<file path="config.mk">
export PLATFORM = sky130hd
export DESIGN_NAME = sync_fifo_ctrl
export DESIGN_NICKNAME = d
export VERILOG_FILES = /design/src/rtl/fifo_pkg.sv /design/src/rtl/fifo_mem.sv /design/src/rtl/sync_fifo_ctrl.sv
export SDC_FILE = /design/constraint.sdc
export NUM_CORES = 1
export LEC_CHECK = 0
export CAP_MARGIN = 20
export CORE_MARGIN = 10
export CORE_UTILIZATION = 45
export CTS_CLUSTER_SIZE = 10
export DETAILED_ROUTE_END_ITERATION = 6
export MAX_ROUTING_LAYER = met4
export PLACE_DENSITY = 0.58
export SETUP_SLACK_MARGIN = 0.5
export SYNTH_ARGS = -nofsm -noshare
export SYNTH_HDL_FRONTEND = slang
export SYNTH_SLANG_ARGS = --single-unit
</file>
<file path="constraint.sdc">
create_clock -name clk -period 5.6 [get_ports clk]
set_input_delay 0.84 -clock clk [delete_from_list [all_inputs] [get_ports clk]]
set_output_delay 0.84 -clock clk [all_outputs]
set_load 0.01 [all_outputs]
</file>
<file path="src/rtl/fifo_pkg.sv">
// Shared FIFO definitions used by the synchronous and asynchronous FIFO controllers.
// Provides:
//   - FIFO_DATA_WIDTH / FIFO_ADDR_WIDTH : default word width (41) and log2 depth (4)
//   - cnt_width()   : width of the occupancy count / binary pointers (ADDR_WIDTH+1)
//   - thresh_ok()   : legality check for almost-full / almost-empty thresholds
package fifo_pkg;

  localparam int FIFO_DATA_WIDTH = 41;
  localparam int FIFO_ADDR_WIDTH = 4;

  // One extra bit so that a count of DEPTH and pointer wrap at 2*DEPTH are representable.
  function automatic int cnt_width(input int addr_width);
    return addr_width + 1;
  endfunction

  // almost_full threshold must be in 1..DEPTH, almost_empty in 0..DEPTH-1.
  function automatic bit thresh_ok(input int af_thresh, input int ae_thresh, input int depth);
    return (af_thresh >= 1) && (af_thresh <= depth) &&
           (ae_thresh >= 0) && (ae_thresh <= depth - 1);
  endfunction

endpackage

</file>
<file path="src/rtl/fifo_mem.sv">
// Simple dual-port RAM, DEPTH x DATA_WIDTH, DEPTH = 2**ADDR_WIDTH.
// Ports:
//   clk      in   write clock
//   wr_en    in   write strobe (synchronous write)
//   wr_addr  in   write address
//   wr_data  in   write word
//   rd_addr  in   read address
//   rd_data  out  read word (combinational read)
// Contents are never reset.
module fifo_mem
  import fifo_pkg::*;
#(
  parameter int DATA_WIDTH = FIFO_DATA_WIDTH,
  parameter int ADDR_WIDTH = FIFO_ADDR_WIDTH
) (
  input  logic                  clk,
  input  logic                  wr_en,
  input  logic [ADDR_WIDTH-1:0] wr_addr,
  input  logic [DATA_WIDTH-1:0] wr_data,
  input  logic [ADDR_WIDTH-1:0] rd_addr,
  output logic [DATA_WIDTH-1:0] rd_data
);

  localparam int DEPTH = 2 ** ADDR_WIDTH;

  logic [DATA_WIDTH-1:0] mem [DEPTH];

  always_ff @(posedge clk) begin
    if (wr_en) begin
      mem[wr_addr] <= wr_data;
    end
  end

  assign rd_data = mem[rd_addr];

endmodule

</file>
<file path="src/rtl/sync_fifo_ctrl.sv">
// Single-clock FIFO controller with occupancy count, programmable almost-full /
// almost-empty thresholds and sticky overflow/underflow flags.
// Compile-time option: define SYNC_FIFO_FWFT_EN for first-word-fall-through reads
// (rd_data shows the head word combinationally, rd_en pops). Undefined: rd_data is
// registered on each accepted read (1-cycle latency) and resets to 0.
// Ports:
//   clk, rst                 single clock, asynchronous active-high reset
//   wr_en, wr_data           write request / word (accepted iff !full)
//   rd_en                    read request / pop (accepted iff !empty)
//   err_clr                  clears overflow/underflow (a same-cycle new error wins)
//   rd_data                  read word
//   full, empty              count == DEPTH / count == 0
//   almost_full/almost_empty count >= AF_THRESH / count <= AE_THRESH
//   count                    occupancy 0..DEPTH
//   overflow, underflow      sticky error flags
module sync_fifo_ctrl
  import fifo_pkg::*;
#(
  parameter int DATA_WIDTH = FIFO_DATA_WIDTH,
  parameter int ADDR_WIDTH = FIFO_ADDR_WIDTH,
  parameter int AF_THRESH  = (2 ** ADDR_WIDTH) - 2,
  parameter int AE_THRESH  = 2
) (
  input  logic                  clk,
  input  logic                  rst,
  input  logic                  wr_en,
  input  logic [DATA_WIDTH-1:0] wr_data,
  input  logic                  rd_en,
  input  logic                  err_clr,
  output logic [DATA_WIDTH-1:0] rd_data,
  output logic                  full,
  output logic                  empty,
  output logic                  almost_full,
  output logic                  almost_empty,
  output logic [ADDR_WIDTH:0]   count,
  output logic                  overflow,
  output logic                  underflow
);

  localparam int DEPTH = 2 ** ADDR_WIDTH;
  localparam int CW    = cnt_width(ADDR_WIDTH);

  localparam logic [CW-1:0] DEPTH_C = CW'(DEPTH);
  localparam logic [CW-1:0] AF_C    = CW'(AF_THRESH);
  localparam logic [CW-1:0] AE_C    = CW'(AE_THRESH);
  localparam logic [CW-1:0] ONE_C   = CW'(1);

  if (!thresh_ok(AF_THRESH, AE_THRESH, DEPTH)) begin : g_bad_thresh
    $error("sync_fifo_ctrl: AF_THRESH must be 1..DEPTH and AE_THRESH 0..DEPTH-1");
  end

  logic [CW-1:0]         wr_ptr;
  logic [CW-1:0]         rd_ptr;
  logic [CW-1:0]         count_q;
  logic                  wr_acc;
  logic                  rd_acc;
  logic [DATA_WIDTH-1:0] mem_rd;

  // Status flags decode only the registered count.
  assign full         = (count_q == DEPTH_C);
  assign empty        = (count_q == '0);
  assign almost_full  = (count_q >= AF_C);
  assign almost_empty = (count_q <= AE_C);
  assign count        = count_q;

  assign wr_acc = wr_en && !full;
  assign rd_acc = rd_en && !empty;

  fifo_mem #(
    .DATA_WIDTH (DATA_WIDTH),
    .ADDR_WIDTH (ADDR_WIDTH)
  ) u_mem (
    .clk     (clk),
    .wr_en   (wr_acc),
    .wr_addr (wr_ptr[ADDR_WIDTH-1:0]),
    .wr_data (wr_data),
    .rd_addr (rd_ptr[ADDR_WIDTH-1:0]),
    .rd_data (mem_rd)
  );

  always_ff @(posedge clk or posedge rst) begin
    if (rst) begin
      wr_ptr  <= '0;
      rd_ptr  <= '0;
      count_q <= '0;
    end else begin
      if (wr_acc) begin
        wr_ptr <= wr_ptr + ONE_C;
      end
      if (rd_acc) begin
        rd_ptr <= rd_ptr + ONE_C;
      end
      case ({wr_acc, rd_acc})
        2'b10:   count_q <= count_q + ONE_C;
        2'b01:   count_q <= count_q - ONE_C;
        default: count_q <= count_q;
      endcase
    end
  end

  // A fresh error event takes priority over err_clr in the same cycle.
  always_ff @(posedge clk or posedge rst) begin
    if (rst) begin
      overflow  <= 1'b0;
      underflow <= 1'b0;
    end else begin
      if (wr_en && full) begin
        overflow <= 1'b1;
      end else if (err_clr) begin
        overflow <= 1'b0;
      end
      if (rd_en && empty) begin
        underflow <= 1'b1;
      end else if (err_clr) begin
        underflow <= 1'b0;
      end
    end
  end

`ifdef SYNC_FIFO_FWFT_EN
  assign rd_data = mem_rd;
`else
  logic [DATA_WIDTH-1:0] rd_q;

  always_ff @(posedge clk or posedge rst) begin
    if (rst) begin
      rd_q <= '0;
    end else if (rd_acc) begin
      rd_q <= mem_rd;
    end
  end

  assign rd_data = rd_q;
`endif

endmodule

</file>
# --- Word-level counts from Yosys, hierarchy flattened ---
# Memory sizes are Yosys's and may differ from the RTL's. A register that Yosys moved wholly into a read port is not among the register bits.
# Index checks and enable logic that the tools add are counted.
op_classes:
  n_addsub: 4
  n_eq_ne: 3
  n_reduce_logical: 10
  order_cmp: 2
  mux: 6
op_table:
  columns: ["op", "n"]
  rows:
  - ["$add 5x1->5 const B", 3]
  - ["$pmux 5 s2", 1]
  - ["$reduce_bool 2->1", 3]
  - ["$eq 5x5->1 const B", 1]
  - ["$ge 5x4->1 const B", 1]
  - ["$le 5x2->1 const B", 1]
  - ["$logic_not 5->1", 1]
  - ["$mux 1", 5]
  - ["$sub 5x1->5 const B", 1]
  - ["$logic_and 1x1->1", 4]
  - ["$eq 2x1->1 const B", 1]
  - ["$eq 2x2->1 const B", 1]
  - ["$logic_not 1->1", 2]
totals:
  wordCells: 31
  out_inout_bits: 52
  inputBits: 46
  mem_bits_rw: 656
  register_bits: 17
  memories: 1
mem_list:
  columns: ["memory", "words", "width", "read_ports", "rd_ports_with_merged_regs", "wr", "line_no", "rtl"]
  rows:
  - ["u_mem.mem", 16, 41, 1, 1, 1, "fifo_mem.sv:26", "logic [DATA_WIDTH-1:0] mem [DEPTH];"]

# --- Depth between registers and ports, before layout ---
# Gate-level depths: netlist of run 1.
logic_depth:
  word_depth: 5
  depth_mapped: 14
  mapped_depth_nobuf: 10

# --- By module ---
# From an unflattened synthesis of run 1, not the netlist that was laid out.
hier_totals:
  hier_cells: 1187
  hier_area_um2: 26940.8
modules_own_cells:
  columns: ["mod", "seq_area_each_um2", "cells_per_inst", "area_per_inst_um2", "n_inst"]
  rows:
  - ["fifo_mem", 19698.9, 1025, 24554.8, 1]
  - ["sync_fifo_ctrl", 1401.3, 162, 2386.0, 1]

# --- Worst setup path after synthesis of run 1 ---
# No wires, ideal clock.
synth_path:
  path_kind: "input port to flip-flop"
  from: "input wr_en"
  to: "memory u_mem.mem[3][0] (netlist bit), enable pin"
  n_path_buf: 0
  required_time_ns: 5.110
  setup_ns: 0.490
  t_arrival_ns: 4.214
  cell_stages: 4
  path_slack_ns: 0.896
  cell_sequence: "inv_1 a31oi_2 nand2_1 nor3_1"
synth_via:
  elab_chain_cells: 3
synth_rtl:
  columns: ["item", "line_no", "rtl"]
  rows:
  - ["start, declared", "sync_fifo_ctrl.sv:26", "input logic wr_en,"]
  - ["$logic_and 1x1->1", "sync_fifo_ctrl.sv:66", "assign wr_acc = wr_en && !full;"]
  - ["$mux 1", "fifo_mem.sv:29", "if (wr_en) begin"]
  - ["$mux 1 (not written as such)", "fifo_mem.sv:30", "mem[wr_addr] <= wr_data;"]
  - ["end, declared", "fifo_mem.sv:26", null]
# Every way passes these cells.

# --- Worst setup path after layout of run 1 ---
layout_path:
  from: "register count_q[1] (netlist: count[1])"
  to: "memory u_mem.mem[12][3] (netlist bit), enable pin"
layout_via:
  elab_chain_cells: 5
layout_rtl:
  columns: ["item", "line_no", "rtl"]
  rows:
  - ["start, declared", "sync_fifo_ctrl.sv:54", "logic [CW-1:0] count_q;"]
  - ["start signal, assigned", "sync_fifo_ctrl.sv:94", "2'b10: count_q <= count_q + ONE_C;"]
  - ["start signal, assigned", "sync_fifo_ctrl.sv:95", "2'b01: count_q <= count_q - ONE_C;"]
  - ["start signal, assigned", "sync_fifo_ctrl.sv:96", "default: count_q <= count_q;"]
  - ["$eq 5x5->1", "sync_fifo_ctrl.sv:60", "assign full = (count_q == DEPTH_C);"]
  - ["$logic_not 1->1", "sync_fifo_ctrl.sv:66", null]
  - ["$logic_and 1x1->1", "sync_fifo_ctrl.sv:66", null]
  - ["$mux 1", "fifo_mem.sv:29", null]
  - ["$mux 1 (not written as such)", "fifo_mem.sv:30", null]
# Every way passes these cells.

==> results_dict.tcl, run 1 <==
set metrics [dict create \
    core_area_um2 59400 \
    synth_area_um2 27100 \
    pin_count 98 \
    rsz_0062_raised_after_global_routing "no" \
    finalWorstPathRequiredPeriod_ns 3.33 \
    grt_max_degree 78 \
    cts_repair_resize_count 0 \
    tns_ns 0 \
    worst_setup_hold_path_clk_slew_ns 0.06 \
    tritoncts "done" \
    final-seq-area_um2 21100 \
    peakVddDrop_mv 0.299 \
    cts-buffers-inserted 82 \
    max_clock_freq_ghz 0.300 \
    ant_nets 0 \
    worst_pin_slew_ns 1.04 \
    final.period_utilization 0.594 \
    multi_input_area_um2 5650 \
    yosysSeqAreaShare 0.779 \
    number_of_distinct_library_cells_after_synthesis 41 \
    ys_ff_latch 712 \
    leakage_uw 0.00994 \
    post_route_cells_drive_above_1_share 0.272 \
    final-setup-viol-count 0 \
    postLayoutSetupSlackWorst_ns 2.27 \
    global_placement_routability_congestion 0.764 \
    postSynthCellCount 1199 \
    vias 12500 \
    worst-endpoint-required_ns 5.88 \
    dieArea_um2 70400 \
    area.growth.synth_to_final_pct 16.2 \
    antenna_found_initial 1 \
    arrival_time_reported_for_the_critical_path_endpoint_ns 3.61 \
    clock_tree.root_cell "sky130_fd_sc_hd__clkbuf_16" \
    worstHoldPathType "flop to flop" \
    fin_worst_skew_ns 0.0264 \
    globalRoute.totalOverflow 0 \
    fin_hold_ws_ns 0.505 \
    groute.usage.overall 0.180 \
    post_drt_wl_per_cell_um 27.9 \
    critical_path.endpoint_type "flop" \
    outcome "finished clean" \
    synth_area_per_cell_um2 22.6 \
    layout.cells.most_common "sky130_fd_sc_hd__edfxtp_1" \
    initial_utilization 0.457 \
    fillers 4555 \
    die_h_um 265 \
    power.density_nw_per_um2 515 \
    std_cell_rows 89 \
    critical_path.max_fanout 23 \
    report.final.slew_viol_count 0 \
    yosys_most_used_dff "sky130_fd_sc_hd__edfxtp_1" \
    n_antenna_cell 0 \
    dp.cells 2033 \
    syn_nets 1253 \
    worst-setup-path-type "flop to flop" \
    cts.sinks 712 \
    ctsHtreeMaxLevel 3 \
    dr.pass1.iters 7 \
    cts_post_setup_buffers_inserted 0 \
    maxCapViolCount 0 \
    pre_cts_slack_ns 1.64 \
    critical_path.startpoint_type "flop" \
    route.detailed.vias_per_inst 5.74 \
    synth_enable_flop_cells 656 \
    netlist_top_cells_area "sky130_fd_sc_hd__edfxtp_1, sky130_fd_sc_hd__mux4_2, sky130_fd_sc_hd__dfrtp_1" \
    hold_violations 0 \
    slew_headroom 0.302 \
    clock_tree_buf_depth 3 \
    first_iter_violations 1155 \
    final_nets 1399 \
    async_flop_share 0.0787 \
    insertion_delay_ns 0.62 \
    grt_pass1_wl_mm 90.7 \
    fin_cells 2186 \
    drcViolationCount 0 \
    drt_wl_total_mm 61.0 \
    port-buffer-count 97 \
    cts-hold-fix-buffers 0 \
    synth.yosys.warnings 0 \
    layout.cells.most_common_list "sky130_fd_sc_hd__edfxtp_1, sky130_fd_sc_hd__mux4_2, sky130_fd_sc_hd__clkdlybuf4s50_1, sky130_fd_sc_hd__clkbuf_16, sky130_fd_sc_hd__o22ai_1" \
    synth.top_cell.area_share 0.727 \
    grt_pass1_vias 13300 \
    dieWidth_um 265 \
    place_hpwl_mm 35.2 \
    synth_area_leader_cell "sky130_fd_sc_hd__edfxtp_1" \
]
critical path, cell delays in order, from the launching register on:
cell and delay, ns:
sky130_fd_sc_hd__dfrtp_1 0.64, sky130_fd_sc_hd__nor2_1 0.12, sky130_fd_sc_hd__a31oi_2 0.55, sky130_fd_sc_hd__nand2_1 0.35, sky130_fd_sc_hd__nor2_4 0.88, sky130_fd_sc_hd__buf_4 0.44
layout make-up:
cell class | instances | share of cell area
flip-flops and latches | 712 | 0.671
multi-input cells | 408 | 0.179
clock buffers | 144 | 0.0746
repair buffers | 134 | 0.0413
well taps | 773 | 0.0307
clock inverters | 8 | 0.00250
inverters | 7 | 0.000874
metrics by stage:
stage          instance area, µm²  total power (µW)   util
6_report                    31500             16200  0.530
5_1_grt                     31500             17000  0.530
4_1_cts                     31500             16400  0.530
3_5_place_dp                29000             11600  0.489
3_3_place_gp                29000             11500  0.489
2_1_floorplan               27100              9940      -
registers in the layout, indices dropped and copies added (netlist names):
register	flops
overflow	1
rd_ptr	4
rd_data	41
u_mem.mem	656
underflow	1
wr_ptr	4
count	5
cells by family after synthesis:
logic type / share of synthesized area
muxes: 0.154
adders and majority gates: 0.00369
DFF: 0.779
AOI/OAI and AO/OA: 0.0350
and+or+nand+nor: 0.00757
xor gates and xnor gates: 0.00388
buffers and inverters: 0.0169
synth_stat cells, types with 5 or more instances:
| cell type | count |
|---|---|
| sky130_fd_sc_hd__buf_4 | 5 |
| sky130_fd_sc_hd__a21oi_1 | 30 |
| sky130_fd_sc_hd__buf_6 | 16 |
| sky130_fd_sc_hd__o22ai_2 | 6 |
| sky130_fd_sc_hd__xor2_1 | 6 |
| sky130_fd_sc_hd__xnor2_1 | 6 |
| sky130_fd_sc_hd__o22ai_1 | 77 |
| sky130_fd_sc_hd__nor3_1 | 5 |
| sky130_fd_sc_hd__dfrtp_1 | 56 |
| sky130_fd_sc_hd__nor2_1 | 15 |
| sky130_fd_sc_hd__nand2_1 | 7 |
| sky130_fd_sc_hd__clkbuf_1 | 25 |
| sky130_fd_sc_hd__edfxtp_1 | 656 |
| sky130_fd_sc_hd__inv_1 | 7 |
| sky130_fd_sc_hd__buf_2 | 19 |
| sky130_fd_sc_hd__mux2_2 | 43 |
| sky130_fd_sc_hd__a21oi_2 | 14 |
| sky130_fd_sc_hd__ha_1 | 8 |
| sky130_fd_sc_hd__mux4_2 | 164 |
| sky130_fd_sc_hd__buf_1 | 7 |
routing by layer:
metal / vias to the layer above / track usage / part of all wire
met2: 370 / 0.279 / 0.49
met5: - / - / 0
li1: 5378 / - / -
met3: 55 / 0.0315 / 0.056
met1: 6744 / 0.245 / 0.44
met4: 0 / 0.0492 / 0.014
final timing paths:
| path | from | to | slack, ns | cells after the start |
|---|---|---|---|---|
| max in group asynchronous | rst | rd_ptr[3] | 3.94 | 3 |
| min | overflow | overflow | 0.50 | 1 |
| min in group asynchronous | rst | rd_data[9] | 0.63 | 2 |
| min reg2reg | overflow | overflow | 0.50 | 1 |
| max reg2reg | count[1] | u_mem.mem[12][3] | 2.27 | 5 |
| max | count[1] | u_mem.mem[12][3] | 2.27 | 5 |
power breakdown:
part	switching [µW]	internal [µW]
combinational	2240	2120
clock	2020	2840
sequential	477	6510
total	4740	11500
No activity file was read; power rests on OpenSTA's default activity.
==> run 2, diff against run 1 <==
==> constraint.sdc (replaced) <==
create_clock -name clk -period 3.2 [get_ports clk]
set_input_delay 0.48 -clock clk [delete_from_list [all_inputs] [get_ports clk]]
set_output_delay 0.48 -clock clk [all_outputs]
set_load 0.01 [all_outputs]
==> results_dict.tcl, run 2 (synthesized netlist as in run 1, its figures left out) <==
set metrics [dict create \
    place_hpwl_mm 32.5 \
    placed_instance_area_um2 29300 \
    insertion_delay_ns 0.62 \
    drcViolationCount 0 \
    dr.pass1.iters 5 \
    leakage_uw 0.0101 \
    largest_register_ff_count 656 \
    antenna_found_initial 0 \
    final.period_utilization 0.806 \
    core_area_um2 59400 \
    drt_wl_total_mm 58.3 \
    switching_share 0.286 \
    power.share.combinational 0.274 \
    dp.cells 2051 \
    clock_tree.root_cell "sky130_fd_sc_hd__clkbuf_16" \
    slowest_stage "sky130_fd_sc_hd__dfrtp_1" \
    die_h_um 265 \
    worstHoldPathType "input port to asynchronous set/reset pin" \
    power.net_switching_uw 8100 \
    route.detailed.vias_per_inst 5.72 \
    regMostFlops "u_mem.mem" \
    peakVddDrop_mv 0.622 \
    grt_pass1_vias 13400 \
    arrival_time_reported_for_the_critical_path_endpoint_ns 2.10 \
    dieWidth_um 265 \
    critical_path.cell_chain "nor2_1 -> nand3_1 -> inv_1 -> clkdlybuf4s50_1" \
    final_area_um2 31800 \
    ant_nets 0 \
    critical_path.max_stage_delay_ns 0.53 \
    post_route_cells_drive_above_1_share 0.287 \
    fin_cells 2203 \
    layout.cells.most_common_list "sky130_fd_sc_hd__edfxtp_1, sky130_fd_sc_hd__mux4_2, sky130_fd_sc_hd__clkdlybuf4s50_1, sky130_fd_sc_hd__clkbuf_16, sky130_fd_sc_hd__o22ai_1" \
    critical_path.max_fanout 10 \
    fin_hold_ws_ns 0.361 \
    tns_ns 0 \
    worst_setup_hold_path_clk_slew_ns 0.05 \
    n_antenna_cell 0 \
    slew_headroom 0.380 \
    maxCapViolCount 0 \
    first_iter_violations 969 \
    cts.sinks 712 \
    final_nets 1418 \
    critical_path.endpoint_type "primary output" \
    power.density_nw_per_um2 892 \
    worst-setup-path-type "flop to primary output" \
    cts_post_setup_buffers_inserted 0 \
    port-buffer-count 97 \
    report.final.slew_viol_count 0 \
    vias 12600 \
    final-setup-viol-count 0 \
    cts-hold-fix-buffers 0 \
    area.growth.synth_to_final_pct 17.2 \
    fin_worst_skew_ns 0.0252 \
    outcome "finished clean" \
    share_clk_of_total_power 0.299 \
    ff2ff_path_depth 6 \
    max_clock_freq_ghz 0.388 \
    grt_max_degree 87 \
    finalWorstPathRequiredPeriod_ns 2.58 \
    layout.cells.most_common "sky130_fd_sc_hd__edfxtp_1" \
    tritoncts "done" \
    grt_pass1_wl_mm 88.5 \
    critical_path.startpoint_type "flop" \
    globalRoute.totalOverflow 0 \
    ctsHtreeMaxLevel 3 \
    post_drt_wl_per_cell_um 26.4 \
    worst_pin_slew_ns 0.930 \
    rsz_0062_raised_after_global_routing "no" \
    clock_tree_buf_depth 3 \
    std_cell_rows 89 \
    dieArea_um2 70400 \
    initial_utilization 0.457 \
    cellInternalPower_uw 20200 \
    pin_count 98 \
    global_placement_routability_congestion 0.737 \
    flop_pwr_share 0.427 \
    groute.usage.overall 0.173 \
    hold_violations 0 \
    worst-endpoint-required_ns 2.72 \
    cts-buffers-inserted 82 \
]
-- run 2: final cells by class --
| cell class | instances | area (µm²) |
|---|---|---|
| fill | 4565 | 27600 |
| sequential | 712 | 21100 |
| multi-input combinational | 408 | 5680 |
| clock buffer | 142 | 2350 |
| timing repair buffer | 153 | 1540 |
| tap | 773 | 967 |
| clock inverter | 8 | 77.6 |
| inverter | 7 | 27.5 |
-- run 2: through the flow --
step | setup slack (ns) | total power [µW] | util
detailed placement | 0.428 | 20200 | 0.493
global route | 0.493 | 29700 | 0.535
global placement | 0.480 | 20100 | 0.493
finish | 0.621 | 28300 | 0.535
CTS | 0.553 | 28700 | 0.534
floorplan | 0.321 | 17500 | -
-- run 2: critical path: cells and delay by family, from the launching register on --
family | cells | cell delay, ns
flops | 1 | 0.53
simple gates | 2 | 0.35
buf+inv | 2 | 0.60
-- run 2: power by group through the flow --
stage / registers, µW / logic (µW) / clock network [µW]
final: 12100 / 7750 / 8490
after global placement: 12300 / 7840 / 0
after global routing: 12200 / 8370 / 9090
after CTS: 12100 / 7910 / 8690
after detailed placement: 12300 / 7880 / 0
after floorplan: 12000 / 5480 / 0
-- run 2: timing repair --
item	CTS	global route
endpoints found under the setup margin	2	42
gates resized for setup	4	2
gates cloned	0	0
-- run 2: worst paths after layout --
kind | start | to | slack, ns
setup / recovery | count[0] | full | 0.62
hold / removal | rst | rd_data[30] | 0.36
setup reg to reg | count[0] | u_mem.mem[1][10] | 0.66
hold reg to reg | overflow | overflow | 0.49
max in group asynchronous | rst | count[2] | 2.15
min in group clk | wr_en | overflow | 0.48
-- run 2: metal layers --
metal / routed length (µm) / vias up / GRT usage
li1: - / 5429 / -
met5: 0 / - / -
met2: 28500 / 339 / 0.272
met4: 883 / 0 / 0.0474
met1: 25800 / 6751 / 0.234
met3: 3010 / 72 / 0.0275
